File: src/rtl/gng_sign_apply_pipe.sv
// Sign-application output stage: rounded down-scale, sign apply, saturate, 2-stage valid/ready pipe.
// Optional per-handshake statistics counters when GNG_SIGN_STATS_EN is defined.
module gng_sign_apply_pipe #(
  parameter int WIDTH = 16,
  parameter int SHIFT = 0,
  parameter int OUT_W = 17
) (
  input  logic               clk,
  input  logic               rst,
`ifdef GNG_SIGN_STATS_EN
  input  logic               stat_clr,
  output logic [15:0]        stat_pos,
  output logic [15:0]        stat_neg,
  output logic [15:0]        stat_sat,
`endif
  input  logic               in_valid,
  output logic               in_ready,
  input  logic [WIDTH-1:0]   in_product,
  input  logic               in_sign,
  output logic               out_valid,
  input  logic               out_ready,
  output logic [OUT_W-1:0]   out_result,
  output logic               out_sat
);

  localparam int SW = (WIDTH + 2 > OUT_W + 1) ? WIDTH + 2 : OUT_W + 1;

  // Half-LSB rounding constant; evaluates to 0 when SHIFT == 0 without a negative shift.
  localparam logic [WIDTH+1:0] RND_X = ({{(WIDTH+1){1'b0}}, 1'b1} << SHIFT) >> 1;
  localparam logic [WIDTH:0]   RND   = RND_X[WIDTH:0];

  localparam logic signed [SW-1:0] MAXV = {{(SW-OUT_W+1){1'b0}}, {(OUT_W-1){1'b1}}};
  localparam logic signed [SW-1:0] MINV = {{(SW-OUT_W+1){1'b1}}, {(OUT_W-1){1'b0}}};

  logic             v1, v2;
  logic [WIDTH:0]   m1;
  logic             s1;
  logic             en1, en2;
  logic [WIDTH:0]   sum;
  logic [WIDTH:0]   m1_next;
  logic signed [SW-1:0] mag_x, value;
  logic [OUT_W-1:0] res_next;
  logic             sat_next;

  assign en2       = !v2 || out_ready;
  assign en1       = !v1 || en2;
  assign in_ready  = en1 && !rst;
  assign out_valid = v2;

  assign sum     = {1'b0, in_product} + RND;
  assign m1_next = sum >> SHIFT;

  assign mag_x = {{(SW-WIDTH-1){1'b0}}, m1};
  assign value = s1 ? -mag_x : mag_x;

  always_comb begin
    // NOTE: defaults first so every path assigns both outputs and no latch is inferred.
    res_next = value[OUT_W-1:0];
    sat_next = 1'b0;
    if (value > MAXV) begin
      res_next = MAXV[OUT_W-1:0];
      sat_next = 1'b1;
    end else if (value < MINV) begin
      res_next = MINV[OUT_W-1:0];
      sat_next = 1'b1;
    end
  end

  always_ff @(posedge clk) begin
    // NOTE: non-blocking assignments keep both stages reading pre-edge values of each other.
    if (rst) begin
      v1         <= 1'b0;
      m1         <= '0;
      s1         <= 1'b0;
      v2         <= 1'b0;
      out_result <= '0;
      out_sat    <= 1'b0;
    end else begin
      if (en1) begin
        v1 <= in_valid && in_ready;
        m1 <= m1_next;
        s1 <= in_sign;
      end
      if (en2) begin
        v2         <= v1;
        out_result <= res_next;
        out_sat    <= sat_next;
      end
    end
  end

`ifdef GNG_SIGN_STATS_EN
  logic out_fire, is_pos, is_neg;

  // Saturation preserves sign, so the registered result classifies the pre-clamp value.
  assign out_fire = out_valid && out_ready;
  assign is_neg   = out_result[OUT_W-1];
  assign is_pos   = !out_result[OUT_W-1] && (|out_result);

  always_ff @(posedge clk) begin
    if (rst || stat_clr) begin
      stat_pos <= '0;
      stat_neg <= '0;
      stat_sat <= '0;
    end else if (out_fire) begin
      if (is_pos && stat_pos != 16'hFFFF) stat_pos <= stat_pos + 16'd1;
      if (is_neg && stat_neg != 16'hFFFF) stat_neg <= stat_neg + 16'd1;
      if (out_sat && stat_sat != 16'hFFFF) stat_sat <= stat_sat + 16'd1;
    end
  end
`endif

endmodule

File: config.mk
export PLATFORM = sky130hd
export DESIGN_NAME = gng_sign_apply_pipe
export DESIGN_NICKNAME = d
export VERILOG_FILES = /design/src/rtl/gng_sign_apply_pipe.sv
export SDC_FILE = /design/constraint.sdc
export NUM_CORES = 1
export LEC_CHECK = 0
export BUFFER_PORTS_ARGS = -buffer_cell sky130_fd_sc_hd__buf_2
export CAP_MARGIN = 0
export CORE_MARGIN = 2
export CORE_UTILIZATION = 45
export CTS_CLUSTER_DIAMETER = 80
export CTS_CLUSTER_SIZE = 12
export DETAILED_ROUTE_END_ITERATION = 8
export PLACE_DENSITY_LB_ADDON = 0.12
export SETUP_SLACK_MARGIN = 0.4
export SYNTH_ARGS = -nofsm -noshare
export SYNTH_HDL_FRONTEND = slang
export SYNTH_SLANG_ARGS = --single-unit
File: constraint.sdc
create_clock -name clk -period 2.78 [get_ports clk]
set_input_delay 0.278 -clock clk [delete_from_list [all_inputs] [get_ports clk]]
set_output_delay 0.278 -clock clk [all_outputs]
set_load 0.005 [all_outputs]
==> results.txt <==
Clk Tree Root Cell - clkbuf_8
number of remaining DRC errors - 0
most common cell after layout, fill and taps aside - nand2_1
CP Data Arrival Time - 2.49 ns
clk_lat worst skew - 0.30 ns
Clk pin slew, worst setup/hold paths - 0.07 ns
critical path's most frequent cell - or4_4
dominant register cell in the synthesized netlist - dfxtp_1
cell taking the most area after synthesis - dfxtp_1
nets - 271
Syn Nets - 235
crit start category - flip-flop
CTS tree - done
die width - 65.25 um
RR Endpoint - out_result[0]
Buf/Inv on CP - 0
Leak - 0.8633 nW
worst path cell trace - or4_4, or4_4, nor3_1, nor2_2, a211oi_2
Hold Buf Count CTS - 0
Warnings, synthesis - 0
Area Growth Syn to Fin - 19.57%
number of global-route vias before repair - 1,355
HPWL Detailed - 2684 um
clock sinks - 37
Tcrit/Tclk final - 0.8184
Hold Crit Start - in_valid
Layout Cells excl Fill - 298
r2r worst-path depth - 5
status - complete, no violations
die height - 65.25 um
largest net degree at the start of global routing - 23
Pint - 0.8680 mW
delay of the slowest critical-path stage - 0.62 ns
share of cells above drive strength 1 - 0.2400
CTS max path bufs - 2
via count - 1,564
Peak VDD IR - 0.2759 mV
Sw Share - 0.2601
syn_area_per_cell - 7.924 um^2
Synth cell types - 36
pre-CTS WS - 0.3434 ns
EDFF count, synth - 0
fill cell count - 387
Ports - 41
die area - 4257 um^2
Slowest-stage cell, CP - or4_4
DR pass1 iterations - 4
wire length of the first global-routing pass - 6348 um
Netlist Area Pre-Place - 1688 um^2
DR WL/cell - 12.93 um
n_diodes - 0
Slew headroom - 0.5599
Setup Buffers After CTS - 0
top cell family by delay on the critical path - simple AND/OR/NAND/NOR gates
Final Hold Viols - 0
Worst Path Required - 3.00 ns
total wire length - 3852 um
Clock Power Share - 0.353
RD Place Congestion - 0.8521
power density cells - 581.3 nW/um^2
most frequent cells in the layout - 44 x nand2_1, 40 x buf_2, 37 x dfxtp_1
Hold Crit Depth - 3
Initial DRC Count - 47
port bufs - 40
Comb pwr share - 0.138
Synth top area share - 0.4388
Yosys reg bits - 37
main area contributors after synthesis - dfxtp_1 44%, a21oi_1 10%, nand2_1 9.8%
Final Skew - 0.004525 ns
RSZ-0062 raised after global routing - yes
H-tree depth - 2
Site Rows - 22
Final Max Slew Viols - 0
placed cells - 290
WP depth - 5
Max-Cap Viols - 0
Sum Neg Setup Slack - 0 ns
setup slack after layout - 0.5049 ns
sequential group share of total power - 0.509
Antenna Nets Post-Route - 0
Crit Path Max Fanout - 16
Final Setup Violations - 0
NetSw - 0.3052 mW
Critical Path Sink Type - flip-flop
Slew @ Worst Pin - 0.6594 ns
endpoint of the worst hold path - v1
Max Clk Rate - 0.4395 GHz
cell count after synthesis - 213
antenna violations before repair - 0
type of the most critical hold path - in2reg
Initial Utilization - 0.4645
post-synthesis sequential area ratio - 0.4388
FFs w/ async S/R, synth - 0
Placeable Area - 3633 um^2
Worst R2R Start - m1[2]
Final min period - 2.275 ns
Vias per Instance - 5.248
r2r setup slk - 0.50 ns
Setup Crit Path Kind - reg2reg
Core Util, Final - 0.5554
total gr overflow - 0
CTS buffer count - 5
GRT Util Overall - 0.1963
## power groups by stage
stage               clock network [mW]  registers, mW  logic, mW
floorplan                            0          0.606      0.104
global placement                     0          0.608      0.159
detailed placement                   0          0.609      0.158
CTS                              0.423          0.597      0.161
global route                     0.446          0.602      0.185
finish                           0.414          0.597      0.162
## metrics by stage
stage	total power [mW]	instance area, um^2	hold slack (ns)
final	1.173	2018	0.1901
after global routing	1.233	2018	0.2210
after CTS	1.181	2002	0.1873
after detailed placement	0.7670	1897	0.4569
after global placement	0.7668	1897	0.4562
after floorplan	0.7101	1688	0.3471
## logic make-up (layout without fill, tap and decap cells)
logic type | after synthesis | in the layout | synth area share
AOI/OAI and AO/OA | 66 | 66 | 0.2150
xor gates and xnor gates | 12 | 12 | 0.06227
adders and majority gates | 1 | 1 | 0.007412
buffers and inverters | 18 | 55 | 0.05040
DFF | 37 | 37 | 0.4388
muxes | 1 | 1 | 0.005931
and+or+nand+nor | 78 | 78 | 0.2202
## registers in the layout (all words and copies together) (netlist names)
| name | count |
|---|---|
| v1 | 1 |
| m1 | 16 |
| out_valid | 1 |
| out_sat | 1 |
| s1 | 1 |
| out_result | 17 |
## how the worst max path moves through the flow
| stage | to | startpoint |
|---|---|---|
| global route | out_result[0] | m1[2] |
| global placement | out_result[13] | m1[2] |
| CTS | out_result[0] | m1[2] |
| floorplan | out_result[13] | m1[2] |
| detailed placement | out_result[0] | m1[2] |
| finish | out_result[0] | m1[2] |
## cells in the mapped netlist (all sizes together), types with 2 or more instances
| master | instances |
|---|---|
| nand2 | 44 |
| dfxtp | 37 |
| a21oi | 34 |
| o21ai | 20 |
| nor2 | 14 |
| xnor2 | 10 |
| clkbuf | 9 |
| inv | 5 |
| or4 | 5 |
| buf | 4 |
| a31oi | 3 |
| nand3 | 3 |
| a211oi | 2 |
| nor3 | 2 |
| nor4 | 2 |
| o31ai | 2 |
| or3 | 2 |
| xor2 | 2 |
## worst register-to-register path, stage by stage, from the launching register on
cell      delay, ns
dfxtp_1        0.36
or4_4          0.62
or4_4          0.51
nor3_1         0.24
nor2_2         0.19
a211oi_2       0.28
## what timing repair did
action / CTS / global route
endpoints found under the setup margin: 3 / 3
resized for setup: 1 / 4
hold endpoints to repair: 0 / 0
## metal layers
| metal | GRT usage | share of wire | vias to the layer above |
|---|---|---|---|
| met3 | 0.05822 | 0.060 | 5 |
| met2 | 0.2730 | 0.40 | 46 |
| met4 | 0.09375 | 0.018 | 0 |
| met1 | 0.2758 | 0.52 | 708 |
| met5 | 0 | 0 | - |
| li1 | - | - | 805 |
## area by class of cell
| class | count | area, um^2 | area share |
|---|---|---|---|
| Clock buffer | 7 | 96.34 | 0.04774 |
| Clock inverter | 1 | 5.005 | 0.002480 |
| Inverter | 5 | 18.77 | 0.009299 |
| Multi-Input combinational cell | 158 | 882.1 | 0.4371 |
| Sequential cell | 37 | 740.7 | 0.3670 |
| Tap cell | 48 | 60.06 | 0.02976 |
| Timing Repair Buffer | 42 | 215.2 | 0.1066 |
Power figures use the tool's default switching activity.
